**src/rtl/bullet_pool_pkg.sv**
```systemverilog
// Shared constants and types for the bullet pool: default sizes, slot record and engine states.
package bullet_pool_pkg;

    localparam int X_W             = 11;
    localparam int BULLET_SLOTS    = 4;
    localparam int BULLET_STEP_X   = 12;
    localparam int BULLET_H_MAX    = 1279;
    localparam int BULLET_COOLDOWN = 8;
    localparam int BULLET_HP_W     = 3;

    localparam int TGT_W    = 64;
    localparam int TGT_H    = 96;
    localparam int TGT_H_SQ = 48;
    localparam int BUL_W    = 16;
    localparam int BUL_H    = 8;

    typedef struct packed {
        logic           valid;
        logic           dir;
        logic [X_W-1:0] x;
        logic [X_W-1:0] y;
    } bullet_t;

    typedef enum logic [1:0] {
        BP_IDLE   = 2'd0,
        BP_UPDATE = 2'd1,
        BP_SPAWN  = 2'd2
    } bp_state_t;

endpackage

```
**src/rtl/bullet_hit_check.sv**
```systemverilog
// Combinational rectangle overlap of one bullet box against the target box.
// Touching edges count as a hit; squatting shrinks the box from the top.
module bullet_hit_check
    import bullet_pool_pkg::*;
(
    input  logic [X_W-1:0] bul_x,
    input  logic [X_W-1:0] bul_y,
    input  logic [X_W-1:0] tgt_x,
    input  logic [X_W-1:0] tgt_y,
    input  logic           squat,
    output logic           hit
);

    localparam int W = X_W + 2;

    logic [W-1:0] bx, by, tx, ty, th;

    // Two spare bits keep every edge sum exact for any coordinate pair.
    always_comb begin
        bx  = W'(bul_x);
        by  = W'(bul_y);
        tx  = W'(tgt_x);
        ty  = W'(tgt_y) + (squat ? W'(TGT_H - TGT_H_SQ) : '0);
        th  = squat ? W'(TGT_H_SQ) : W'(TGT_H);
        hit = (bx <= tx + W'(TGT_W)) && (tx <= bx + W'(BUL_W)) &&
              (by <= ty + th)        && (ty <= by + W'(BUL_H));
    end

endmodule

```
**src/rtl/bullet_pool.sv**
```systemverilog
// Multi-slot projectile engine: per-frame motion, off-screen retire, target hit test and HP.
// One slot is updated per cycle after a frame tick, followed by one spawn opportunity.
module bullet_pool
    import bullet_pool_pkg::*;
#(
    parameter int NUM_SLOTS = BULLET_SLOTS,
    parameter int STEP      = BULLET_STEP_X,
    parameter int H_MAX     = BULLET_H_MAX,
    parameter int COOLDOWN  = BULLET_COOLDOWN,
    parameter int HP_WIDTH  = BULLET_HP_W
) (
    input  logic                     i_clk,
    input  logic                     i_rst,
    input  logic                     i_clear,
    input  logic                     i_frame_tick,
    input  logic                     i_fire,
    input  logic                     i_dir,
    input  logic [X_W-1:0]           i_shooter_x,
    input  logic [X_W-1:0]           i_shooter_y,
    input  logic [X_W-1:0]           i_target_x,
    input  logic [X_W-1:0]           i_target_y,
    input  logic                     i_target_shield,
    input  logic                     i_target_squat,
    output logic [NUM_SLOTS-1:0]     o_valid,
    output logic [NUM_SLOTS*X_W-1:0] o_x,
    output logic [NUM_SLOTS*X_W-1:0] o_y,
    output logic                     o_fire_ack,
    output logic                     o_hit,
    output logic [HP_WIDTH-1:0]      o_target_hp,
    output logic                     o_dead,
    output logic [1:0]               o_state
);

    localparam int IDX_W = (NUM_SLOTS > 1) ? $clog2(NUM_SLOTS) : 1;
    localparam int CD_W  = $clog2(COOLDOWN + 1);
    localparam logic [IDX_W-1:0] LAST_IDX = IDX_W'(NUM_SLOTS - 1);

    bullet_t          slot_q [NUM_SLOTS];
    bullet_t          slot_d [NUM_SLOTS];
    bp_state_t        state_q, state_d;
    logic [IDX_W-1:0] idx_q, idx_d, free_idx;
    logic [HP_WIDTH-1:0] hp_q, hp_d;
    logic [CD_W-1:0]  cd_q, cd_d;
    logic             fire_pend_q, fire_pend_d;
    logic             tick_pend_q, tick_pend_d;
    logic             hit_q, hit_d, ack_q, ack_d;
    logic             free_found;

    bullet_t          cur;
    logic [X_W:0]     x_fwd, x_back;
    logic [X_W-1:0]   x_next;
    logic             off_screen, tgt_hit;

    assign cur = slot_q[idx_q];

    // The extra top bit carries the borrow (leftward) or the overshoot (rightward).
    always_comb begin
        x_fwd  = {1'b0, cur.x} + (X_W+1)'(STEP);
        x_back = {1'b0, cur.x} - (X_W+1)'(STEP);
        if (cur.dir) begin
            x_next     = x_back[X_W-1:0];
            off_screen = x_back[X_W];
        end else begin
            x_next     = x_fwd[X_W-1:0];
            off_screen = x_fwd > (X_W+1)'(H_MAX);
        end
    end

    bullet_hit_check u_hit (
        .bul_x (x_next),
        .bul_y (cur.y),
        .tgt_x (i_target_x),
        .tgt_y (i_target_y),
        .squat (i_target_squat),
        .hit   (tgt_hit)
    );

    always_comb begin
        free_found = 1'b0;
        free_idx   = '0;
        for (int i = NUM_SLOTS - 1; i >= 0; i--) begin
            if (!slot_q[i].valid) begin
                free_found = 1'b1;
                free_idx   = IDX_W'(i);
            end
        end
    end

    always_comb begin
        slot_d      = slot_q;
        state_d     = state_q;
        idx_d       = idx_q;
        hp_d        = hp_q;
        cd_d        = cd_q;
        fire_pend_d = fire_pend_q | (i_fire && (cd_q == '0));
        tick_pend_d = tick_pend_q;
        hit_d       = 1'b0;
        ack_d       = 1'b0;

        case (state_q)
            BP_IDLE: begin
                if (i_frame_tick || tick_pend_q) begin
                    state_d     = BP_UPDATE;
                    idx_d       = '0;
                    tick_pend_d = 1'b0;
                end
            end
            BP_UPDATE: begin
                if (i_frame_tick) tick_pend_d = 1'b1;
                if (cur.valid) begin
                    if (off_screen) begin
                        slot_d[idx_q] = '0;
                    end else if (tgt_hit) begin
                        slot_d[idx_q] = '0;
                        if (!i_target_shield && (hp_q != '0)) begin
                            hp_d  = hp_q - HP_WIDTH'(1);
                            hit_d = 1'b1;
                        end
                    end else begin
                        slot_d[idx_q].x = x_next;
                    end
                end
                if (idx_q == LAST_IDX) state_d = BP_SPAWN;
                else                   idx_d   = idx_q + IDX_W'(1);
            end
            BP_SPAWN: begin
                if (i_frame_tick) tick_pend_d = 1'b1;
                state_d = BP_IDLE;
                if (fire_pend_q && (cd_q == '0) && free_found) begin
                    slot_d[free_idx] = '{valid: 1'b1, dir: i_dir, x: i_shooter_x, y: i_shooter_y};
                    ack_d       = 1'b1;
                    cd_d        = CD_W'(COOLDOWN);
                    fire_pend_d = 1'b0;
                end else if (cd_q != '0) begin
                    cd_d = cd_q - CD_W'(1);
                end
            end
            default: state_d = BP_IDLE;
        endcase
    end

    always_ff @(posedge i_clk) begin
        if (i_rst || i_clear) begin
            for (int i = 0; i < NUM_SLOTS; i++) slot_q[i] <= '0;
            state_q     <= BP_IDLE;
            idx_q       <= '0;
            hp_q        <= '1;
            cd_q        <= '0;
            fire_pend_q <= 1'b0;
            tick_pend_q <= 1'b0;
            hit_q       <= 1'b0;
            ack_q       <= 1'b0;
        end else begin
            slot_q      <= slot_d;
            state_q     <= state_d;
            idx_q       <= idx_d;
            hp_q        <= hp_d;
            cd_q        <= cd_d;
            fire_pend_q <= fire_pend_d;
            tick_pend_q <= tick_pend_d;
            hit_q       <= hit_d;
            ack_q       <= ack_d;
        end
    end

    always_comb begin
        for (int i = 0; i < NUM_SLOTS; i++) begin
            o_valid[i]            = slot_q[i].valid;
            o_x[i*X_W +: X_W]     = slot_q[i].x;
            o_y[i*X_W +: X_W]     = slot_q[i].y;
        end
    end

    assign o_fire_ack  = ack_q;
    assign o_hit       = hit_q;
    assign o_target_hp = hp_q;
    assign o_dead      = (hp_q == '0);
    assign o_state     = state_q;

endmodule

```
**config.mk**
```make
export PLATFORM = sky130hd
export DESIGN_NAME = bullet_pool
export DESIGN_NICKNAME = d
export VERILOG_FILES = /design/src/rtl/bullet_pool_pkg.sv /design/src/rtl/bullet_hit_check.sv /design/src/rtl/bullet_pool.sv
export SDC_FILE = /design/constraint.sdc
export NUM_CORES = 1
export LEC_CHECK = 0
export CORE_ASPECT_RATIO = 0.6
export CORE_UTILIZATION = 57
export CTS_BUF_LIST = sky130_fd_sc_hd__clkbuf_8
export CTS_CLUSTER_SIZE = 10
export DETAILED_ROUTE_END_ITERATION = 16
export PLACE_DENSITY_LB_ADDON = 0.2
export RECOVER_POWER = 100
export SETUP_SLACK_MARGIN = 0.02
export SLEW_MARGIN = 20
export SYNTH_ARGS = -nofsm -noshare
export SYNTH_HDL_FRONTEND = slang
export SYNTH_SLANG_ARGS = --single-unit
```
**constraint.sdc**
```tcl
create_clock -name i_clk -period 6.1 [get_ports i_clk]
set_input_delay 0.61 -clock i_clk [delete_from_list [all_inputs] [get_ports i_clk]]
set_output_delay 0.61 -clock i_clk [all_outputs]
set_load 0.02 [all_outputs]
```
==> reports/metrics.yaml, run 1 <==
outcome:
  status: "finished, violations left"
  failed_checks: "max-capacitance violations, max-slew violations"
sta:
  finalMaxSlewViolations: 113
  final_hold_viol_count: 0
  fmax_mhz: 172
  min_period_over_period_pct: 95.4
  worst_hold_slack_ns: 0.498
  finalSetupViolCount: 0
  rsz0062_at_grt: "false"
  setup_ws_ns: 0.283
  timing.slew.headroom_pct: -112
  clock-skew-final_ns: 0.0220
  worst_pin_slew_ns: 3.17
  timing.final.crit_period_ns: 5.82
  total_negative_slack_for_setup_checks_ns: 0
route:
  via_density: 6.58
  initialDrtViolationCount: 1197
  drc: 0
  detail_route_antenna_nets: 0
  drt_wl_total_mm: 30.7
  via_count: 9306
  routed_wire_length_per_instance_um: 21.7
  first_pass_iters: 6
logic_synthesis:
  synthTopCellsByArea: "dfxtp_1 (23%), ha_1 (8.7%), buf_4 (7.5%)"
  synthArstFlopShare_pct: 0
  synth_net_count: 1305
  yosysSeqAreaShare_pct: 23.5
  post_synth_top_flop: "dfxtp_1"
  yosys.area.top_type: "dfxtp_1"
  syn_area_per_cell_um2: 7.99
  synth.yosys.warnings: 0
  synth_seq_cells: 111
  synth_cell_type_count: 68
  synthDominantCellAreaShare_pct: 23.5
  synth_enable_flop_cells: 0
  synth_area_um2: 9470
  synth_cells: 1186
grt:
  globalRouteTotalUtil_pct: 35.6
  first_global_vias: 8186
  grt_antenna_before_repair: 0
  overflow: 0
  grt_max_degree: 66
  grt_pass1_wl_mm: 47.2
cts:
  clock_sink_count: 111
  worst_setup_hold_path_clk_slew_ns: 0.13
  cts_resized: 0
  post_cts_hold_buffer_count: 0
  cts_root_buf: "clkbuf_8"
  numCtsBuffers: 9
  cts_setup_buffers: 0
  tritoncts_clock_tree: "built"
  cts.htree.levels: 3
  cts.path.max_buffers: 2
  clock_latency_ns: 0.40
power_and_ir_drop:
  irDropWorstVdd_mv: 0.124
  internal-power_uw: 1070
  power.clock.fraction_pct: 31.7
  cellLeakagePower_uw: 0.00420
  power_switching_share_pct: 32.6
  combinationalPowerShare_pct: 21.6
  p_per_area_nw_per_um2: 148
  fin_total_pwr_uw: 1580
  sequentialPowerShare_pct: 46.7
  p_sw_uw: 515
setup_path:
  cp_max_fo: 12
  cpPeakStageDelay_ns: 0.78
  worst_ep_arrival_time_ns: 5.94
  worst_setup_path_start_kind: "flip-flop"
  critical_path.slowest_cell: "dfxtp_1"
  cp.required_ns: 6.22
  path_class: "flip-flop to flip-flop"
  critical_path.cell_chain: "mux4_1, or3b_4, nor3_1, o21ai_0, xnor2_1, inv_1, ha_1, nand2_1, nor2_1, nand3_1, o32ai_1, a31oi_1, a311o_1, o21ai_2, buf_4, a21o_1, a311oi_1"
  endpoint_kind: "flip-flop"
worst_hold_path:
  min_path_type: "flip-flop to flip-flop"
placement:
  postPlaceCellArea_um2: 10500
  io_buffer_count: 151
  dpl_worst_slack_ns: 0.247
  dpl.hpwl_mm: 22.4
  weighted_congestion_at_the_end_of_routability_driven_global_placement: 0.986
cells_and_area:
  synthToLayoutAreaGrowth_pct: 12.8
  fin_area_um2: 10700
  fill_cells: 1337
  fin_nets: 1320
  post_route_cells_drive_above_1_share_pct: 7.55
  num_antenna_cells: 0
floorplan:
  floorplan.core_area_um2: 16200
  placement_rows: 36
  effective_utilization_at_floorplan_pct: 58.4
  die_height_um: 102
  top_level_ports: 152
  area_of_the_die_um2: 17200
  die_width_um: 168
flow_run:
  max-cap-violations: 2
-- placed cells by master (no fill, tap or decap), types with 37 or more instances in the layout --
master	n
dfxtp_1	110
dlygate4sd3_1	101
nand2_1	99
nor2_1	91
a21oi_1	72
ha_1	66
inv_1	61
o21ai_0	60
clkdlybuf4s50_1	50
nand3_1	49
a311oi_1	46
mux2i_1	37
-- metal layers --
metal	up-vias	share of wire, %	track usage (%)
met5	-	0.17	2.17
met4	2	1.1	7.13
met3	51	14	10.2
met2	603	39	48.1
met1	4410	46	54.7
li1	4240	-	-
-- synthesized netlist by cell type (5+ instances only) --
cell type,count
mux4_2,21
inv_1,61
nor2b_1,8
o311ai_0,10
nor3b_1,35
ha_1,66
a31oi_1,31
nor2_1,92
o22ai_1,5
mux2_1,9
clkbuf_1,69
nor3_1,35
o221a_1,10
nand3_1,49
xor2_1,16
o21a_1,7
mux2i_1,37
buf_2,10
a311oi_1,46
o211ai_1,9
o21ai_0,60
and3_1,16
o31ai_1,5
nand3b_1,5
dfxtp_1,111
buf_4,94
nand2_1,99
a21oi_1,73
and2_1,6
xnor2_1,19
-- through the flow --
step,utilization [%],std cells
2_1_floorplan,-,1186
3_3_place_gp,64.5,1398
3_5_place_dp,64.5,1398
4_1_cts,65.8,1414
5_1_grt,65.9,1415
6_report,65.9,1415
-- sequential cells by signal, summed over array words and instances, names as in the netlist, 2 cells and up --
signal,count
cd_q,4
idx_q,2
o_state,2
o_target_hp,3
o_valid,4
o_x,44
o_y,44
slot_q,4
-- power by group through the flow --
stage	combinational [uW]	sequential, uW	clock (uW)
floorplan	214	750	0
global placement	325	754	0
detailed placement	330	754	0
CTS	332	738	498
global route	365	739	529
finish	341	738	502
-- path summary, 6_finish.rpt --
path / from / endpoint / slack [ns] / cells after the start
min: tick_pend_q / tick_pend_q / 0.50 / 2
min reg2reg: tick_pend_q / tick_pend_q / 0.50 / 2
max reg2reg: idx_q[0] / o_y[41] / 0.28 / 17
max: idx_q[0] / o_y[41] / 0.28 / 17
-- cells by family after synthesis --
logic type	after synthesis	share of synthesized area [%]
AOI/OAI and AO/OA	292	21.1
xor gates and xnor gates	35	3.24
adders and majority gates	67	8.93
buffers and inverters	243	13.7
DFF	111	23.5
muxes	72	10.8
and+or+nand+nor	366	18.8
-- critical path: cells and delay by family (launching register included) --
kind,cells,cell delay [ns]
compound gates,7,1.99
simple gates,5,0.99
flops,1,0.78
mux,1,0.53
xor+xnor,1,0.50
buf+inv,2,0.40
fa+ha+maj,1,0.34
-- layout make-up --
cell class                 instances  area, um^2  area share (%)
multi-input combinational        832        5990            56.1
sequential                       111        2220            20.8
tap                              209         262            2.45
clock buffer                       9         124            1.16
clock inverter                     7        93.8           0.879
timing repair buffer             183        1750            16.4
inverter                          64         240            2.25
(Power assumes the default switching activity.)
==> run 2, diff against run 1 <==
Settings changed: CTS_BUF_LIST sky130_fd_sc_hd__clkbuf_8 to sky130_fd_sc_hd__clkbuf_4.
==> reports/metrics.yaml, run 2 (synthesized netlist as in run 1, its figures left out) <==
outcome:
  status: "finished, violations left"
  failed_checks: "max-capacitance violations, max-slew violations"
setup_path:
  crit_path_start: "idx_q[0]"
  r2r.worst_path.cells: 17  # unchanged
  r2r-start: "idx_q[0]"
  cp.required_ns: 6.36  # +0.14 ns
  worst_setup_path_start_kind: "flip-flop"
  worst_ep_arrival_time_ns: 6.08  # +0.14 ns
  cp_max_fo: 12  # unchanged
  timing.reg2reg.setup_slack_ns: 0.28  # about the same
  endpoint_kind: "flip-flop"
  path_class: "flip-flop to flip-flop"
sta:
  clock-skew-final_ns: 0.0435  # +0.0215 ns
  worst_pin_slew_ns: 3.12  # -0.0583 ns
  timing.final.crit_period_ns: 5.82  # -0.000113 ns
  rsz0062_at_grt: "false"
  finalMaxSlewViolations: 113  # unchanged
  fmax_mhz: 172  # about the same
  timing.slew.headroom_pct: -108  # +3.9 points
  finalSetupViolCount: 0  # unchanged
  min_period_over_period_pct: 95.4  # about the same
  final_hold_viol_count: 0  # unchanged
  total_negative_slack_for_setup_checks_ns: 0  # unchanged
grt:
  globalRouteTotalUtil_pct: 35.6  # about the same
  grt_antenna_before_repair: 0  # unchanged
  busiest_layer: "met1"
  grt.met3_usage_pct: 11.0  # +0.81 points
  gr-usage-met2_pct: 48.0  # -0.064 points
  grt_pass1_wl_mm: 47.2  # unchanged
  overflow: 0  # unchanged
  grt_max_degree: 66  # unchanged
  first_global_vias: 8197  # +0.13%
  grtUsageMet1_pct: 54.1  # -0.66 points
cells_and_area:
  sequential_cell_area_um2: 2220  # unchanged
  synthToLayoutAreaGrowth_pct: 12.2
  fin_nets: 1320  # unchanged
  final_cell_mix: "dfxtp_1 (110), dlygate4sd3_1 (101), nand2_1 (99)"
  num_antenna_cells: 0  # unchanged
  fin_area_um2: 10600  # -0.53%
  multi_input_gate_area_um2: 5990  # unchanged
  mostFrequentLayoutCell: "dfxtp_1"
  post_route_cells_drive_above_1_share_pct: 7.55  # unchanged
  fill_cells: 1358  # +1.6%
flow_run:
  max-cap-violations: 2  # unchanged
power_and_ir_drop:
  p_per_area_nw_per_um2: 142  # -4.0%
  power.clock.fraction_pct: 28.4  # -3.3 points
  cellLeakagePower_uw: 0.00418  # -0.55%
  power_switching_share_pct: 33.6  # +1.1 points
  p_sw_uw: 508  # -1.3%
  sequentialPowerShare_pct: 49.0  # +2.3 points
  irDropWorstVdd_mv: 0.115  # -6.9%
  internal-power_uw: 1000  # -6.0%
  combinationalPowerShare_pct: 22.6  # +1.0 points
cts:
  clock_sink_count: 111  # unchanged
  clock_latency_ns: 0.52  # +0.12 ns
  tritoncts_clock_tree: "built"
  cts_root_buf: "clkbuf_4"
  worst_setup_hold_path_clk_slew_ns: 0.21  # +0.08 ns
  numCtsBuffers: 9  # unchanged
  cts.htree.levels: 3  # unchanged
  cts.path.max_buffers: 2  # unchanged
floorplan:
  effective_utilization_at_floorplan_pct: 58.4  # unchanged
  die_height_um: 102  # unchanged
  top_level_ports: 152  # unchanged
  area_of_the_die_um2: 17200  # unchanged
  floorplan.core_area_um2: 16200  # unchanged
  placement_rows: 36  # unchanged
  die_width_um: 168  # unchanged
route:
  routed_wire_length_per_instance_um: 21.6  # -0.53%
  initialDrtViolationCount: 1286  # +7.4%
  detail_route_antenna_nets: 0  # unchanged
  via_density: 6.56  # -0.24%
  drc: 0  # unchanged
  first_pass_iters: 5  # -1
  drt_wl_total_mm: 30.5  # -0.53%
  via_count: 9284  # -0.24%
placement:
  io_buffer_count: 151  # unchanged
  postPlaceCellArea_um2: 10500  # unchanged
  dpl.hpwl_mm: 22.4  # unchanged
  weighted_congestion_at_the_end_of_routability_driven_global_placement: 0.986  # unchanged
worst_hold_path:
  worstHoldPathCells: 2  # unchanged
  min_path_type: "flip-flop to flip-flop"
  hold_path_startpoint: "tick_pend_q"
[run 2: cell counts in the layout (fill, tap and decap cells not counted)]
Identical to the previous run, type by type.
[run 2: power by group through the flow]
stage	combinational (uW)	sequential, uW	clock, uW
floorplan	214	750	0
global placement	325	754	0
detailed placement	330	754	0
CTS	332	739	425
global route	365	740	454
finish	341	740	429
[run 2: timing repair]
item,CTS,global route
setup buffers,0,0
setup endpoints to repair,0,30
resized for setup,0,2
hold buffers,0,0
[run 2: worst max-delay path: stages, from the launching register on]
cell	delay, ns
dfxtp_1	0.81
mux4_1	0.52
or3b_4	0.46
nor3_1	0.24
o21ai_0	0.14
xnor2_1	0.50
inv_1	0.17
ha_1	0.35
nand2_1	0.07
nor2_1	0.10
nand3_1	0.10
o32ai_1	0.27
a31oi_1	0.11
a311o_1	0.42
o211ai_1	0.23
buf_4	0.25
and2_0	0.62
a311oi_1	0.18
[run 2: layout make-up]
type / count / area share, %
clock inverters: 7 / 0.883
inverters: 64 / 2.26
clock buffers: 9 / 0.636
flip-flops and latches: 111 / 20.9
well taps: 209 / 2.46
multi-input cells: 832 / 56.4
repair buffers: 183 / 16.5
[run 2: final timing paths]
kind	to
worst min-delay path	tick_pend_q
worst max register to register	o_x[43]
worst max-delay path	o_x[43]
worst min register to register	tick_pend_q
[run 2: layer usage]
layer	up-vias	part of all wire (%)
met5	-	0.17
li1	4245	-
met2	609	38
met3	53	15
met1	4375	46
met4	2	1.4
[run 2: metrics by stage]
| step | total power [uW] | setup slack, ns | hold WS, ns | instances | utilization, % |
|---|---|---|---|---|---|
| CTS | 1500 | 0.195 | 0.499 | 1414 | 65.5 |
| global route | 1560 | 0.0943 | 0.540 | 1415 | 65.5 |
| detailed placement | 1080 | 0.247 | 0.479 | 1398 | 64.5 |
| global placement | 1080 | 0.398 | 0.457 | 1398 | 64.5 |
| floorplan | 964 | 1.43 | 0.445 | 1186 | - |
| finish | 1510 | 0.283 | 0.505 | 1415 | 65.5 |
==> run 3, diff against run 2 <==
Settings changed: SLEW_MARGIN 20 to default.
==> reports/metrics.yaml, run 3 (synthesized netlist as in run 1, its figures left out) <==
grt:
  grt_antenna_before_repair: 0  # unchanged
  grt_max_degree: 66  # unchanged
  gr-usage-met2_pct: 48.0  # unchanged
  first_global_vias: 8197  # unchanged
  grt_pass1_wl_mm: 47.2  # unchanged
  grtUsageMet1_pct: 54.1  # unchanged
  overflow: 0  # unchanged
  grt.met3_usage_pct: 11.0  # unchanged
  busiest_layer: "met1"
  globalRouteTotalUtil_pct: 35.6  # unchanged
floorplan:
  top_level_ports: 152  # unchanged
  die_width_um: 168  # unchanged
  placement_rows: 36  # unchanged
  die_height_um: 102  # unchanged
  floorplan.core_area_um2: 16200  # unchanged
  effective_utilization_at_floorplan_pct: 58.4  # unchanged
  area_of_the_die_um2: 17200  # unchanged
setup_path:
  critical_path.reg2reg.endpoint: "o_x[43]"
  r2r-start: "idx_q[0]"
  endpoint_kind: "flip-flop"
  r2r.worst_path.cells: 17  # unchanged
  worst_ep_arrival_time_ns: 6.11  # +0.03 ns
  path_class: "flip-flop to flip-flop"
  timing.reg2reg.setup_slack_ns: 0.25  # -0.03 ns
  worst_setup_path_start_kind: "flip-flop"
  cp_max_fo: 12  # unchanged
  cp.required_ns: 6.36  # about the same
route:
  drc: 0  # unchanged
  via_count: 9265  # -0.20%
  routed_wire_length_per_instance_um: 21.7  # +0.32%
  drt_wl_total_mm: 30.6  # +0.25%
  first_pass_iters: 5  # unchanged
  via_density: 6.55  # -0.13%
  initialDrtViolationCount: 1208  # -6.1%
  detail_route_antenna_nets: 0  # unchanged
cts:
  cts_setup_buffers: 0  # unchanged
  worst_setup_hold_path_clk_slew_ns: 0.21  # about the same
  post_cts_hold_buffer_count: 0  # unchanged
  cts_resized: 0  # unchanged
  clock_latency_ns: 0.52  # about the same
  cts.htree.levels: 3  # unchanged
  cts_root_buf: "clkbuf_4"
  clock_sink_count: 111  # unchanged
  numCtsBuffers: 9  # unchanged
  tritoncts_clock_tree: "built"
  cts.path.max_buffers: 2  # unchanged
placement:
  io_buffer_count: 151  # unchanged
  cell_count_post_placement: 1398  # unchanged
  dpl_worst_slack_ns: 0.247  # unchanged
  weighted_congestion_at_the_end_of_routability_driven_global_placement: 0.986  # unchanged
  dpl.hpwl_mm: 22.4  # unchanged
power_and_ir_drop:
  irDropWorstVdd_mv: 0.114  # -0.70%
  fin_total_pwr_uw: 1510  # about the same
  p_per_area_nw_per_um2: 142  # about the same
  internal-power_uw: 1000  # about the same
  power.clock.fraction_pct: 28.4  # about the same
  combinationalPowerShare_pct: 22.6  # about the same
  sequentialPowerShare_pct: 49.0  # about the same
  cellLeakagePower_uw: 0.00417  # -0.14%
  power_switching_share_pct: 33.6  # -0.055 points
  p_sw_uw: 507  # -0.25%
sta:
  rsz0062_at_grt: "false"
  worst_pin_slew_ns: 3.08  # -0.0326 ns
  timing.final.crit_period_ns: 5.85  # +0.0310 ns
  finalSetupViolCount: 0  # unchanged
  final_hold_viol_count: 0  # unchanged
  setup_ws_ns: 0.252  # -0.0310 ns
  total_negative_slack_for_setup_checks_ns: 0  # unchanged
  min_period_over_period_pct: 95.9  # +0.51 points
  finalMaxSlewViolations: 113  # unchanged
  clock-skew-final_ns: 0.0392  # -0.00432 ns
  timing.slew.headroom_pct: -106  # +2.2 points
  fmax_mhz: 171  # -0.53%
cells_and_area:
  layoutNonFillerInstCount: 1414  # -0.071%
  fill_cells: 1357  # -0.074%
  synthToLayoutAreaGrowth_pct: 12.1
  final_cell_mix: "dfxtp_1 (110), dlygate4sd3_1 (101), nand2_1 (99)"
  fin_nets: 1319  # -0.076%
  mostFrequentLayoutCell: "dfxtp_1"
  num_antenna_cells: 0  # unchanged
  sequential_cell_area_um2: 2220  # unchanged
  post_route_cells_drive_above_1_share_pct: 7.47  # -0.077 points
  multi_input_gate_area_um2: 5990  # unchanged
worst_hold_path:
  worstHoldPathCells: 2  # unchanged
  min_path_type: "flip-flop to flip-flop"
  hold-path-endpoint: "tick_pend_q"
  hold_path_startpoint: "tick_pend_q"
flow_run:
  max-cap-violations: 2  # unchanged
outcome:
  failed_checks: "max-capacitance violations, max-slew violations"
  status: "finished, violations left"
==> run 3: how the worst max path moves through the flow <==
stage / from / to / cells after the start
6_report: idx_q[0] / o_x[43] / 17
3_5_place_dp: idx_q[1] / o_x[11] / 17
5_1_grt: idx_q[0] / o_y[43] / 17
2_1_floorplan: idx_q[0] / o_x[15] / 23
4_1_cts: idx_q[1] / o_x[17] / 17
3_3_place_gp: idx_q[1] / o_x[11] / 17
==> run 3: layer usage <==
metal | up-vias | part of all wire (%)
li1 | 4238 | -
met1 | 4368 | 46
met2 | 605 | 38
met3 | 52 | 14
met4 | 2 | 1.4
met5 | - | 0.16
==> run 3: critical path: stages (launching register included) <==
cell      delay, ns
dfxtp_1        0.81
mux4_1         0.53
or3b_4         0.46
nor3_1         0.24
o21ai_0        0.14
xnor2_1        0.52
inv_1          0.17
ha_1           0.36
nand2_1        0.07
nor2_1         0.10
nand3_1        0.10
o32ai_1        0.27
a31oi_1        0.11
a311o_1        0.41
o211ai_1       0.23
buf_4          0.25
and2_0         0.61
a311oi_1       0.18
==> run 3: layout make-up <==
type | count | share of cell area (%)
Clock inverter | 7 | 0.884
Clock buffer | 9 | 0.637
Tap cell | 209 | 2.46
Timing Repair Buffer | 182 | 16.4
Multi-Input combinational cell | 832 | 56.4
Inverter | 64 | 2.26
Sequential cell | 111 | 20.9
==> run 3: stage by stage <==
stage                     util (%)  instance area [um^2]  hold slack, ns
after floorplan                  -                  9470           0.445
after global placement        64.5                 10500           0.457
after detailed placement      64.5                 10500           0.479
after CTS                     65.5                 10600           0.499
after global routing          65.5                 10600           0.540
final                         65.5                 10600           0.505
==> run 3: power groups by stage <==
stage	combinational [uW]	clock (uW)	sequential (uW)
6_report	341	428	740
5_1_grt	365	454	740
4_1_cts	332	425	739
3_5_place_dp	330	0	754
3_3_place_gp	325	0	754
2_1_floorplan	214	0	750
